File: src/rtl/shift_assembler.sv
// Reassembles a 1-bit or 8-bit shifted-out stream into a parallel word.
// The closed word is offered on a valid/ready port.
module shift_assembler #(
    parameter int WIDTH = 64
) (
    input  logic             clk,
    input  logic             reset,
    input  logic             in_valid,
    output logic             in_ready,
    input  logic             in_mode,
    input  logic             in_dir,
    input  logic [7:0]       in_data,
    input  logic             flush,
    output logic             out_valid,
    input  logic             out_ready,
    output logic [WIDTH-1:0] out_data,
    output logic [6:0]       out_bits,
    output logic             overflow
);

    localparam int CW = $clog2(WIDTH + 1);

    typedef enum logic {FILL, FULL} state_e;

    state_e           state_q, state_d;
    logic [CW-1:0]    count_q, count_d;
    logic [WIDTH-1:0] word_q, word_d;
    logic             ovf_q, ovf_d;

    logic             beat;
    logic [CW-1:0]    room;
    logic [3:0]       k;
    logic [CW-1:0]    sum;
    logic [7:0]       payload;
    logic [WIDTH-1:0] wide;
    logic [CW-1:0]    topShift;

    // Beat geometry: k bits enter the word, taken from the byte end that leaves the shifter first.
    always_comb begin
        room = CW'(WIDTH) - count_q;
        k    = 4'd1;
        if (in_mode) begin
            k = (room < CW'(8)) ? room[3:0] : 4'd8;
        end
        beat = in_valid && (state_q == FILL);
        if (in_dir) begin
            payload = in_data & 8'((9'd1 << k) - 9'd1);
        end else if (in_mode) begin
            payload = in_data >> (4'd8 - k);
        end else begin
            payload = {7'd0, in_data[0]};
        end
        wide     = {{(WIDTH-8){1'b0}}, payload};
        topShift = CW'(WIDTH) - CW'(k);
        sum      = count_q + (beat ? CW'(k) : '0);
    end

    always_ff @(posedge clk) begin
        if (reset) begin
            state_q <= FILL;
            count_q <= '0;
            word_q  <= '0;
            ovf_q   <= 1'b0;
        end else begin
            state_q <= state_d;
            count_q <= count_d;
            word_q  <= word_d;
            ovf_q   <= ovf_d;
        end
    end

    always_comb begin
        state_d = state_q;
        count_d = count_q;
        word_d  = word_q;
        ovf_d   = ovf_q;
        case (state_q)
            FILL: begin
                if (beat) begin
                    word_d  = in_dir ? ((word_q >> k) | (wide << topShift))
                                     : ((word_q << k) | wide);
                    count_d = sum;
                    if (in_mode && (k != 4'd8)) begin
                        ovf_d = 1'b1;
                    end
                end
                // A beat arriving with flush lands first; an empty flush is ignored.
                if ((sum == CW'(WIDTH)) || (flush && (sum != '0))) begin
                    state_d = FULL;
                end
            end
            FULL: begin
                if (out_ready) begin
                    state_d = FILL;
                    count_d = '0;
                    word_d  = '0;
                end
            end
            default: state_d = FILL;
        endcase
    end

    always_comb begin
        in_ready  = (state_q == FILL);
        out_valid = (state_q == FULL);
        out_data  = word_q;
        out_bits  = 7'(count_q);
        overflow  = ovf_q;
    end

endmodule

File: config.mk
export PLATFORM = sky130hd
export DESIGN_NAME = shift_assembler
export DESIGN_NICKNAME = d
export VERILOG_FILES = /design/src/rtl/shift_assembler.sv
export SDC_FILE = /design/constraint.sdc
export NUM_CORES = 1
export LEC_CHECK = 0
export CELL_PAD_IN_SITES_DETAIL_PLACEMENT = 0
export CELL_PAD_IN_SITES_GLOBAL_PLACEMENT = 1
export CORE_MARGIN = 4
export CORE_UTILIZATION = 40
export DETAILED_ROUTE_END_ITERATION = 6
export GPL_TIMING_DRIVEN = 0
export HOLD_SLACK_MARGIN = 0.12
export PLACE_DENSITY_LB_ADDON = 0.1
export SYNTH_ARGS = -nofsm -noshare
export SYNTH_HDL_FRONTEND = slang
export SYNTH_SLANG_ARGS = --single-unit
File: constraint.sdc
create_clock -name clk -period 5.4 [get_ports clk]
set_clock_uncertainty 0.2 [all_clocks]
set_input_delay 1.08 -clock clk [delete_from_list [all_inputs] [get_ports clk]]
set_output_delay 1.08 -clock clk [all_outputs]
set_load 0.03 [all_outputs]
==> results.txt, run 1 <==
YS warnings: 0
period utilization: 98.5%
commonest cells in the synthesized netlist: 250 x sky130_fd_sc_hd__mux2i_1, 122 x sky130_fd_sc_hd__nand2_1, 122 x sky130_fd_sc_hd__nor2_1
path class of the lowest-slack min-delay path: reg2reg
crit-path max FO: 10
prevailing post-synth register cell: sky130_fd_sc_hd__dfxtp_1
biggest area contributors in the synthesized netlist: sky130_fd_sc_hd__mux2i_1 27%, sky130_fd_sc_hd__dfxtp_1 16%, sky130_fd_sc_hd__nand2_1 5.0%
CP Cell Sequence: buf_2, inv_1, ha_1, xnor2_2, o31ai_4, buf_4, o2111ai_4, buf_6, buf_6, buf_2, ha_2, inv_1, nor2_2, a32oi_1, a31oi_2, buf_4, mux2i_2, nor2b_1, a311oi_1, a2111oi_1
Antenna Violating Nets Remaining: 0
starting utilization of the core area: 40.7%
floorplan row count: 55
Post-CTS Hold Buffers: 0
final-layout worst hold slack: 0.277 ns
DR pass1 iterations: 7
I/O pin cnt: 89
vias after detailed routing: 11685
quantity of I/O buffers inserted on ports: 86
area taken by multi-input logic gates: 7330 µm²
fillcell total: 2362
Max-Slew Margin vs Limit: 24.6%
core occupancy in the finished layout: 48.3%
part of the Yosys area used for sequential elements: 15.8%
cell with the most instances after synthesis: sky130_fd_sc_hd__mux2i_1
arrival time at the worst endpoint: 5.33 ns
status: complete, but fails checks
startpoint-to-endpoint class of the critical path: reg2reg
clock sink total: 73
largest net degree at the start of global routing: 20
relative area change from synthesis to final layout: 18.8%
Highest Clock Rate: 188 MHz
buffer cell driving the clock tree root: sky130_fd_sc_hd__clkbuf_16
number of endpoints failing setup at the final stage: 0
number of nets in the layout: 1345
number of distinct library cells after synthesis: 82
vias in the first global route: 11245
per-instance average area after synthesis: 7.59 µm²
remaining design rule violation count: 1
Die Area: 25600 µm²
Cell Area, Synth: 9240 µm²
total power after layout: 2240 µW
Sum Neg Setup Slack: 0 ns
Detailed Route Iter0 Violations: 1996
die extent in x: 160 µm
flip-flop and latch count after synthesis: 73
cell area after layout: 11000 µm²
wire length of the first global-routing pass: 77.7 mm
count of final max-slew check failures: 0
Post-synth EDFFs: 0
transition time at the pin with the least slew margin: 1.13 ns
DRT Wirelength: 53.8 mm
die height: 160 µm
total CTS buffers: 9
clock slew seen by the registers of the worst setup and hold paths: 0.07 ns
violated checks: design-rule violations
fin crit period: 5.32 ns
antenna violations before repair: 2
number of standard cells after synthesis: 1217
clock insertion delay at the later pin of the skew report: 0.36 ns
Startpoint Class: flip-flop
Leakage Power: 0.00493 µW
slowest stage cell on the critical path: sky130_fd_sc_hd__ha_2
post-synthesis cell type with the largest combined area: sky130_fd_sc_hd__mux2i_1
TritonCTS clock tree: built
count of max-cap constraint violations: 0
Peak VDD IR: 0.124 mV
ys async rst share: 0%
H-tree depth reported by CTS: 3
fraction of layout cells with a size suffix above 1: 9.29%
post-synth net total: 1243
DR vias/cell: 7.26
Seq. cell area: 1460 µm²
worst endpoint required time: 5.41 ns
nature of the critical path endpoint: flip-flop
final global-route overflow total: 0
total power divided by cell area: 205 nW/µm²
detailed-route wire length per cell: 33.4 µm
top-area cell type share of the netlist area: 27.1%
CTS max path bufs: 2
gpl congestion: 1.05
GRT Resource Usage Total: 40.2%
Final Hold Violating Endpoints: 0
largest stage delay on the critical path: 0.46 ns
placed instance area: 10500 µm²
placeable core area: 22700 µm²
Detail Placement HPWL: 39.3 mm
path summary, 6_finish.rpt:
kind	startpoint	to	slack [ns]	cells past startpoint
worst max register to register	out_bits[0]$_SDFFE_PP0P_	out_data[59]$_SDFFE_PP0P_	0.08	20
worst min-delay path	overflow$_SDFFE_PP0P_	overflow$_SDFFE_PP0P_	0.28	2
worst max-delay path	out_bits[0]$_SDFFE_PP0P_	out_data[59]$_SDFFE_PP0P_	0.08	20
worst min register to register	overflow$_SDFFE_PP0P_	overflow$_SDFFE_PP0P_	0.28	2
sequential cells by signal, summed over array words and instances, names as in the netlist:
name	cells
out_valid	1
out_data	64
out_bits	7
overflow	1
routing by layer:
metal  GRT usage (%)  vias up  wire length (µm)
li1                -     4835                 -
met3            12.9      243              7760
met2            55.8     1107             21100
met5               0        -                12
met1            56.4     5498             21800
met4            18.5        2              3120
cells in the final DEF (no fill, tap or decap), types with 24 or more instances in the layout:
| cell | netlist | routed |
|---|---|---|
| sky130_fd_sc_hd__a211oi_1 | 48 | 48 |
| sky130_fd_sc_hd__a21oi_1 | 66 | 65 |
| sky130_fd_sc_hd__clkbuf_1 | 64 | 53 |
| sky130_fd_sc_hd__clkdlybuf4s50_1 | 0 | 86 |
| sky130_fd_sc_hd__dfxtp_1 | 73 | 73 |
| sky130_fd_sc_hd__mux2i_1 | 250 | 249 |
| sky130_fd_sc_hd__nand2_1 | 122 | 122 |
| sky130_fd_sc_hd__nand3_1 | 24 | 24 |
| sky130_fd_sc_hd__nor2_1 | 122 | 119 |
| sky130_fd_sc_hd__o211ai_1 | 30 | 30 |
| sky130_fd_sc_hd__o21ai_0 | 64 | 64 |
per-stage QoR:
| step | setup slack, ns | cells |
|---|---|---|
| floorplan | 0.0830 | 1217 |
| global placement | -1.56 | 1588 |
| CTS | 0.0479 | 1601 |
| global route | -0.00803 | 1609 |
| finish | 0.0793 | 1610 |
| detailed placement | -1.49 | 1588 |
report_power, final:
group	total, µW	switching (µW)	leakage (µW)	internal (µW)
clock network	665	301	0.000141	364
logic	931	628	0.00419	303
registers	649	75.4	0.000594	573
cell families (layout without fill, tap and decap cells):
family / after synthesis / after routing / synth area share [%]
AOI/OAI and AO/OA: 378 / 378 / 28.7
and+or+nand+nor: 343 / 343 / 16.4
muxes: 275 / 275 / 30.6
buffers and inverters: 127 / 234 / 6.01
DFF: 73 / 73 / 15.8
adders and majority gates: 11 / 11 / 1.57
xor gates and xnor gates: 10 / 10 / 0.948
other: 0 / 1 / 0
critical path: cells and delay by family (launching register included):
kind	cells	cell delay, ns
AOI/OAI and AO/OA	6	1.53
xor gates and xnor gates	1	0.19
adders and majority gates	2	0.74
buffers and inverters	8	1.57
DFF	1	0.35
muxes	1	0.12
and+or+nand+nor	2	0.48
cell type report:
type,count,area share (%)
clock inverters,5,0.581
plain buffers,104,4.66
repair buffers,99,8.73
inverters,15,0.524
diodes,1,0.0228
flip-flops and latches,73,13.3
clock buffers,11,2.12
multi-input cells,1017,66.8
well taps,285,3.25
repair_timing:
| action | 4_1_cts | 5_1_grt |
|---|---|---|
| setup endpoints to repair | 20 | 9 |
| pin swaps | 2 | 6 |
| gates resized for setup | 25 | 18 |
| buffers inserted | 3 | 10 |
Power figures use the tool's default switching activity.
==> run 2, diff against run 1 <==
Settings changed: CTS_CLUSTER_DIAMETER from default to 120.
==> results of run 2 <==
Same layout as run 1: the final DEF is identical, and so are final timing and power.
==> run 3, diff against run 2 <==
Settings changed: CORE_MARGIN 4 to 2.
==> results.txt, run 3 (synthesis results as in run 1) <==
status: finished, final reports clean
share of power burned in the clock network: 27.6% (-2.0 points)
Cell Count, Final, Fillers Out: 1602 (-0.50%)
Post-CTS Hold Buffers: 0 (unchanged)
H-tree depth reported by CTS: 3 (unchanged)
commonest cells after routing, fill and taps aside: 250 x sky130_fd_sc_hd__mux2i_1, 122 x sky130_fd_sc_hd__nand2_1, 119 x sky130_fd_sc_hd__nor2_1
portion of total power attributed to sequential cells: 29.6% (+0.7 points)
arrival time at the worst endpoint: 5.37 ns (+0.04 ns)
remaining design rule violation count: 0 (-1)
count of final max-slew check failures: 0 (unchanged)
number of endpoints failing setup at the final stage: 0 (unchanged)
combinational share of power: 42.9% (+1.4 points)
detailed-route wire length per cell: 33.3 µm (-0.22%)
post-placement setup slack: -1.56 ns (-0.0649 ns)
starting utilization of the core area: 40.8% (+0.12 points)
fraction of layout cells with a size suffix above 1: 8.88% (-0.41 points)
I/O pin cnt: 89 (unchanged)
vias after detailed routing: 11781 (+0.82%)
die height: 156 µm (-2.5%)
least setup slack across all paths after layout: 0.0229 ns (-0.0564 ns)
Antenna Violating Nets Remaining: 0 (unchanged)
clock slew seen by the registers of the worst setup and hold paths: 0.06 ns (about the same)
TritonCTS clock tree: built
buffer cell driving the clock tree root: sky130_fd_sc_hd__clkbuf_16
RSZ-0062 raised after global routing: false
CTS max path bufs: 2 (unchanged)
GRT Resource Usage Total: 42.5% (+2.2 points)
Sum Neg Setup Slack: 0 ns (unchanged)
Startpoint Class: flip-flop
die extent in x: 156 µm (-2.5%)
total CTS buffers: 9 (unchanged)
placed instance area: 10500 µm² (unchanged)
internal power component: 1200 µW (-3.5%)
switching component of the power: 989 µW (-1.5%)
total placed cells including tap cells: 1588 (unchanged)
Final Hold Violating Endpoints: 0 (unchanged)
most common cell after layout, fill and taps aside: sky130_fd_sc_hd__mux2i_1
Highest Clock Rate: 186 MHz (-1.0%)
largest net degree at the start of global routing: 20 (unchanged)
cell area after layout: 10900 µm² (-0.30%)
vias in the first global route: 11078 (-1.5%)
clock sink total: 73 (unchanged)
total power divided by cell area: 200 nW/µm² (-2.3%)
DR vias/cell: 7.35 (+1.3%)
count of max-cap constraint violations: 0 (unchanged)
crit-path max FO: 19 (+9)
quantity of I/O buffers inserted on ports: 86 (unchanged)
nature of the critical path endpoint: flip-flop
Largest register FFs: 64 (unchanged)
net switching fraction of the power: 45.2% (+0.51 points)
period utilization: 99.6% (+1.0 points)
Detail Placement HPWL: 38.9 mm (-1.0%)
number of antenna cells inserted: 0 (-1)
wire length of the first global-routing pass: 75.4 mm (-2.9%)
Max-Slew Margin vs Limit: 20.5% (-4.1 points)
Die Area: 24300 µm² (-4.9%)
antenna violations before repair: 0 (-2)
transition time at the pin with the least slew margin: 1.19 ns (+0.0660 ns)
path class of the lowest-slack min-delay path: reg2reg
fin crit period: 5.38 ns (+0.0564 ns)
startpoint-to-endpoint class of the critical path: reg2reg
Peak VDD IR: 0.127 mV (+2.3%)
clock insertion delay at the later pin of the skew report: 0.36 ns (about the same)
relative area change from synthesis to final layout: 18.4%
final global-route overflow total: 0 (unchanged)
final-layout worst hold slack: 0.264 ns (-0.0133 ns)
gpl congestion: 1.04 (-0.91%)
DR pass1 iterations: 6 (-1)
Leakage Power: 0.00489 µW (-0.66%)
worst endpoint required time: 5.39 ns (-0.02 ns)
floorplan row count: 55 (unchanged)
Detailed Route Iter0 Violations: 1844 (-7.6%)
placeable core area: 22600 µm² (-0.30%)
number of nets in the layout: 1339 (-0.45%)
DRT Wirelength: 53.4 mm (-0.72%)
## run 3: timing repair
action,4_1_cts,5_1_grt
gates cloned,0,1
pin swaps,3,4
setup endpoints to repair,20,9
buffers inserted,1,6
gates resized for setup,28,18
## run 3: layer usage
layer	GRT usage, %	vias up	wire length, µm
li1	-	4823	-
met1	57.9	5586	21400
met2	58.0	1114	20700
met3	15.5	258	8180
met4	21.8	0	3120
met5	0	-	0
## run 3: final cells by class
| cell class | count | area [µm²] |
|---|---|---|
| buffer | 103 | 514 |
| clock buffer | 11 | 243 |
| clock inverter | 4 | 28.8 |
| fill | 2315 | 11700 |
| inverter | 15 | 58.8 |
| multi-input combinational | 1018 | 7370 |
| sequential | 73 | 1460 |
| tap | 285 | 357 |
| timing repair buffer | 93 | 913 |
## run 3: stage by stage
step,util (%),power [µW]
6_report,48.3,2190
3_5_place_dp,46.2,1510
2_1_floorplan,-,1160
5_1_grt,48.3,2230
3_3_place_gp,46.2,1520
4_1_cts,47.8,2110
## run 3: power by group through the flow
| stage | combinational [µW] | sequential (µW) | clock, µW |
|---|---|---|---|
| after global routing | 956 | 649 | 621 |
| after global placement | 865 | 655 | 0 |
| after CTS | 872 | 641 | 598 |
| final | 938 | 646 | 603 |
| after floorplan | 462 | 697 | 0 |
| after detailed placement | 857 | 653 | 0 |
## run 3: worst max-delay path, stage by stage, from the launching register on
cell	delay, ns
sky130_fd_sc_hd__dfxtp_1	0.35
sky130_fd_sc_hd__buf_2	0.27
sky130_fd_sc_hd__inv_1	0.11
sky130_fd_sc_hd__ha_1	0.29
sky130_fd_sc_hd__xnor2_2	0.37
sky130_fd_sc_hd__and2_2	0.31
sky130_fd_sc_hd__o2111ai_4	0.25
sky130_fd_sc_hd__clkbuf_8	0.32
sky130_fd_sc_hd__buf_2	0.29
sky130_fd_sc_hd__ha_4	0.40
sky130_fd_sc_hd__mux2_2	0.34
sky130_fd_sc_hd__o211ai_1	0.18
sky130_fd_sc_hd__o221ai_1	0.22
sky130_fd_sc_hd__a32oi_2	0.42
sky130_fd_sc_hd__mux2i_1	0.24
sky130_fd_sc_hd__nor2b_1	0.19
sky130_fd_sc_hd__a311oi_1	0.35
sky130_fd_sc_hd__a2111oi_1	0.10
## run 3: final timing paths
path | start | to | slack (ns) | cells after the start
worst min-delay path | overflow$_SDFFE_PP0P_ | overflow$_SDFFE_PP0P_ | 0.26 | 2
worst max-delay path | out_bits[0]$_SDFFE_PP0P_ | out_data[59]$_SDFFE_PP0P_ | 0.02 | 17
worst max register to register | out_bits[0]$_SDFFE_PP0P_ | out_data[59]$_SDFFE_PP0P_ | 0.02 | 17
worst min register to register | overflow$_SDFFE_PP0P_ | overflow$_SDFFE_PP0P_ | 0.26 | 2
